===== src/rtl/arith_pkg.sv =====
// Shared arithmetic definitions: FSM state encoding and the width/digit legality check.
`ifndef ARITH_PKG_SV
`define ARITH_PKG_SV

`define ARITH_CHECK_DIV(W, D) \
  if (((W) % (D)) != 0) begin : g_bad_digit \
    $error("WIDTH must be an exact multiple of DIGIT"); \
  end

package arith_pkg;

  typedef enum logic [1:0] {
    IDLE = 2'd0,
    RUN  = 2'd1,
    DONE = 2'd2
  } state_t;

endpackage

`endif


===== src/rtl/sub_digit.sv =====
// Combinational DIGIT-bit ripple-borrow subtractor slice: d = x - y - bi.
module sub_digit #(
  parameter int unsigned DIGIT = 1
) (
  input  logic [DIGIT-1:0] x,
  input  logic [DIGIT-1:0] y,
  input  logic             bi,
  output logic [DIGIT-1:0] d,
  output logic             bo
);

  logic [DIGIT:0] bc;

  always_comb begin
    bc    = '0;
    d     = '0;
    bc[0] = bi;
    for (int unsigned i = 0; i < DIGIT; i++) begin
      d[i]    = x[i] ^ y[i] ^ bc[i];
      bc[i+1] = (~x[i] & y[i]) | (~x[i] & bc[i]) | (y[i] & bc[i]);
    end
    bo = bc[DIGIT];
  end

endmodule


===== src/rtl/serial_subtractor.sv =====
// Multi-cycle subtractor: diff = a - b - bin, DIGIT bits per cycle, with flag outputs.
module serial_subtractor
  import arith_pkg::*;
#(
  parameter int unsigned WIDTH = 8,
  parameter int unsigned DIGIT = 1
) (
  input  logic             clk,
  input  logic             rst,
  input  logic             start,
  input  logic [WIDTH-1:0] a,
  input  logic [WIDTH-1:0] b,
  input  logic             bin,
  output logic             busy,
  output logic             done,
  output logic [WIDTH-1:0] diff,
  output logic             bout,
  output logic             ovf,
  output logic             zero
);

  localparam int unsigned NDIG = WIDTH / DIGIT;
  localparam int unsigned CW   = (NDIG > 1) ? $clog2(NDIG) : 1;
  localparam int unsigned LAST = NDIG - 1;

  `ARITH_CHECK_DIV(WIDTH, DIGIT)

  if (WIDTH < 2) begin : g_bad_width
    $error("WIDTH must be at least 2");
  end

  state_t state, state_nx;

  logic [WIDTH-1:0]       sa, sb, res, res_nx;
  logic [WIDTH+DIGIT-1:0] res_cat;
  logic [CW-1:0]          cnt;
  logic                   br, amsb, bmsb;
  logic [DIGIT-1:0]       sd;
  logic                   sbo;
  logic                   accept, last;

  sub_digit #(.DIGIT(DIGIT)) u_slice (
    .x  (sa[DIGIT-1:0]),
    .y  (sb[DIGIT-1:0]),
    .bi (br),
    .d  (sd),
    .bo (sbo)
  );

  assign accept  = start && (state != RUN);
  assign last    = (cnt == CW'(LAST));
  // Slice result enters from the top; the concatenation also covers DIGIT == WIDTH.
  assign res_cat = {sd, res};
  assign res_nx  = res_cat[WIDTH+DIGIT-1:DIGIT];

  always_ff @(posedge clk) begin
    if (rst) state <= IDLE;
    else     state <= state_nx;
  end

  always_comb begin
    state_nx = state;
    unique case (state)
      IDLE:    if (start) state_nx = RUN;
      RUN:     if (last)  state_nx = DONE;
      DONE:    state_nx = start ? RUN : IDLE;
      default: state_nx = IDLE;
    endcase
  end

  always_comb begin
    busy = (state == RUN);
    done = (state == DONE);
  end

  always_ff @(posedge clk) begin
    if (rst) begin
      sa   <= '0;
      sb   <= '0;
      res  <= '0;
      cnt  <= '0;
      br   <= 1'b0;
      amsb <= 1'b0;
      bmsb <= 1'b0;
      diff <= '0;
      bout <= 1'b0;
      ovf  <= 1'b0;
      zero <= 1'b0;
    end else if (accept) begin
      sa   <= a;
      sb   <= b;
      br   <= bin;
      cnt  <= '0;
      amsb <= a[WIDTH-1];
      bmsb <= b[WIDTH-1];
    end else if (state == RUN) begin
      sa  <= sa >> DIGIT;
      sb  <= sb >> DIGIT;
      res <= res_nx;
      br  <= sbo;
      cnt <= cnt + 1'b1;
      if (last) begin
        diff <= res_nx;
        bout <= sbo;
        ovf  <= (amsb != bmsb) && (res_nx[WIDTH-1] != amsb);
        zero <= (res_nx == '0);
      end
    end
  end

endmodule


===== config.mk =====
export PLATFORM = sky130hd
export DESIGN_NAME = serial_subtractor
export DESIGN_NICKNAME = d
export VERILOG_FILES = /design/src/rtl/arith_pkg.sv /design/src/rtl/sub_digit.sv /design/src/rtl/serial_subtractor.sv
export SDC_FILE = /design/constraint.sdc
export NUM_CORES = 1
export LEC_CHECK = 0
export BUFFER_PORTS_ARGS = -buffer_cell sky130_fd_sc_hd__buf_2
export CORE_AREA = 5 5 65 67
export CTS_BUF_LIST = sky130_fd_sc_hd__clkbuf_16
export CTS_CLUSTER_SIZE = 10
export DETAILED_ROUTE_END_ITERATION = 10
export DIE_AREA = 0 0 70 72
export PLACE_DENSITY = 0.76
export RECOVER_POWER = 50
export SLEW_MARGIN = 40
export SYNTH_ARGS = -nofsm -noshare
export SYNTH_HDL_FRONTEND = slang
export SYNTH_SLANG_ARGS = --single-unit

===== constraint.sdc =====
create_clock -name clk -period 4.2 [get_ports clk]
set_clock_uncertainty 0.05 [all_clocks]
set_input_delay 0.42 -clock clk [delete_from_list [all_inputs] [get_ports clk]]
set_output_delay 0.42 -clock clk [all_outputs]
set_load 0.1 [all_outputs]

==> flow_metrics.py <==
metrics = {
    "yosys": {
        "synth_area_leader_cell": "dfxtp_1",
        "ys_seq_elements": 42,
        "syn_inst": 190,
        "synth_warnings": 0,
        "synth_async_sr_flop_share_pct": 0,
        "synth.distinct_cells": 29,
        "syn_avg_cell_area_um2": 9.90,
        "syn-num-nets": 213,
        "synth-main-ff-cell": "dfxtp_1",
        "seq_area_frac_synth_pct": 44.7,
        "synth_edf_count": 0,
        "syn_area_um2": 1880,
        "ys_top_cells_by_area": "dfxtp_1, a211oi_2, mux2i_1",
        "synth_top_area_share_pct": 44.7,
    },
    "clock_tree": {
        "numCtsBuffers": 5,
        "cts_tree": "done",
        "cts-resized-gates": 0,
        "clock_path_buffers": 2,
        "cts_setup_buffers": 0,
        "htree_levels": 2,
        "cts-root-buf": "clkbuf_16",
        "clock_sinks": 42,
        "insertion_delay_ps": 280,
        "cts_hold_buf": 0,
        "clk_pin_slew_ps": 60,
    },
    "timing": {
        "rsz0062_at_grt": "false",
        "fin_tns_setup_ps": 0,
        "slew-limit-headroom_pct": 21.4,
        "setup_viol": 0,
        "tightest_slew_ps": 1180,
        "post-route-period-util_pct": 65.7,
        "finalHoldViolations": 0,
        "layout_min_cycle_time_ps": 2760,
        "fmax_mhz": 362,
        "worst_slack_ps": 1440,
        "drv_slew": 0,
        "holdWs_ps": 364,
    },
    "critical_path": {
        "worstPathRequired_ps": 3730,
        "crit_end": "busy",
        "path_class": "reg -> out",
        "crit_arrival_ps": 2290,
        "r2r-start": "state[1]$_SDFFE_PP0P_",
        "path_max_fanout": 43,
        "rrSetupSlack_ps": 2120,
        "start_kind": "flop",
        "r2r-end": "bmsb$_SDFFE_PP0P_",
        "cp-end-kind": "output port",
        "startpoint": "state[1]$_SDFFE_PP0P_",
        "r2r_cells": 5,
    },
    "die": {
        "core_um2": 3580,
        "num_rows": 22,
        "die-area_um2": 5040,
        "pin_count": 33,
        "start_util_pct": 52.6,
        "die_w_um": 70,
        "die_y_um": 72,
    },
    "place": {
        "dp_cells": 256,
        "portBuffers": 32,
        "dp_hpwl_um": 2270,
        "place_ws_ps": 2290,
        "gp_congestion": 0.781,
    },
    "final_layout": {
        "area_growth_pct": 11.3,
        "drive_above_1_share_pct": 26.9,
        "layout_commonest_cell": "dfxtp_1",
        "diodes": 0,
        "fin_cells": 264,
        "layout.nets": 238,
        "layout_common_cells": "dfxtp_1, nand2_1, buf_2",
    },
    "global_routing": {
        "grt_first_pass_wirelength_um": 6020,
        "grt_usage_pct": 15.0,
        "overflow": 0,
        "grt_max_degree": 44,
        "grt_pass1_vias": 1340,
        "antenna_found_initial": 0,
    },
    "worst_hold_path": {
        "hold_path.class": "in -> reg",
    },
    "job": {
        "drv_cap": 0,
    },
    "route": {
        "route.detailed.drc": 0,
        "ant_nets": 0,
        "drt_first_pass_iters": 5,
        "vias": 1387,
        "vias_per_cell": 5.25,
        "wire_per_inst_um": 13.3,
        "drt_iter0_drc": 81,
        "drt-total-wl_um": 3510,
    },
    "power_and_ir_drop": {
        "total_power_uw": 948,
        "p_per_area_nw_per_um2": 453,
        "leakagePower_nw": 0.826,
        "ir_drop_uv": 278,
    },
    "run_status": {
        "status": "complete, no violations",
    },
}
==> routing by layer <==
metal / up-vias / wire length (um) / GRT usage (%)
li1: 704 / - / -
met1: 653 / 1650 / 16.5
met2: 26 / 1630 / 25.7
met3: 4 / 168 / 5.96
met4: 0 / 62 / 6.38
met5: - / 0 / 0
==> cell usage after synthesis, types with 2 or more instances <==
library cell and count:
nand3_1 6, buf_4 3, a21oi_1 14, o21ai_1 2, nor2_2 10, nand2_1 31, nor2_1 11, a21oi_2 7
mux2i_1 17, nand3b_1 2, buf_6 4, ha_1 2, nor3_2 2, a211oi_2 16, nand2b_1 2, buf_2 6
a211oi_1 2, dfxtp_1 42
==> through the flow <==
stage	cell area [um^2]	util, %
2_1_floorplan	1880	-
3_3_place_gp	2000	55.8
3_5_place_dp	2000	55.8
4_1_cts	2160	60.4
5_1_grt	2090	58.5
6_report	2090	58.5
==> state kept, by name, indices dropped and copies added (netlist names) <==
signal	cells
amsb	1
ovf	1
bmsb	1
sa	8
state	2
bout	1
sb	8
zero	1
diff	8
br	1
res	7
cnt	3
==> critical path, stage by stage, from the launching register on <==
cell        delay (ps)
dfxtp_1            340
nand2b_2           120
buf_4              420
clkinvlp_2         620
buf_2              480
==> report_power, final <==
group / total, mW / leakage [nW] / switching [mW] / internal, mW
combinational: 0.0995 / 0.396 / 0.0598 / 0.0396
sequential: 0.432 / 0.343 / 0.0135 / 0.418
clock: 0.417 / 0.0864 / 0.141 / 0.276
==> cell families after synthesis <==
kind of cell,count (synthesis),share of synthesized area (%)
buffers and inverters,18,7.05
multiplexers,17,9.04
adder cells (fa/ha/maj),3,2.39
AO/OA/AOI/OAI,42,19.4
AND/OR/NAND/NOR,68,17.4
flip-flops,42,44.7
==> final cells by class <==
class	count	area (um^2)
repair buffers	33	160
clock inverters	3	37.5
multi-input cells	130	858
well taps	48	60.1
clock buffers	5	125
fillers	334	1480
flip-flops and latches	42	841
inverters	3	12.5
==> worst min path at each step <==
stage          depth (start not counted)              endpoint  slack (ps)                  from
2_1_floorplan                          2  diff[0]$_SDFFE_PP0P_         400   res[1]$_SDFFE_PP0P_
3_3_place_gp                           2  diff[3]$_SDFFE_PP0P_         390  diff[3]$_SDFFE_PP0P_
3_5_place_dp                           2  diff[3]$_SDFFE_PP0P_         390  diff[3]$_SDFFE_PP0P_
4_1_cts                                3     amsb$_SDFFE_PP0P_         360                  a[7]
5_1_grt                                3     bmsb$_SDFFE_PP0P_         380                  b[7]
6_report                               3     bmsb$_SDFFE_PP0P_         360                  b[7]
(Power assumes the default switching activity.)
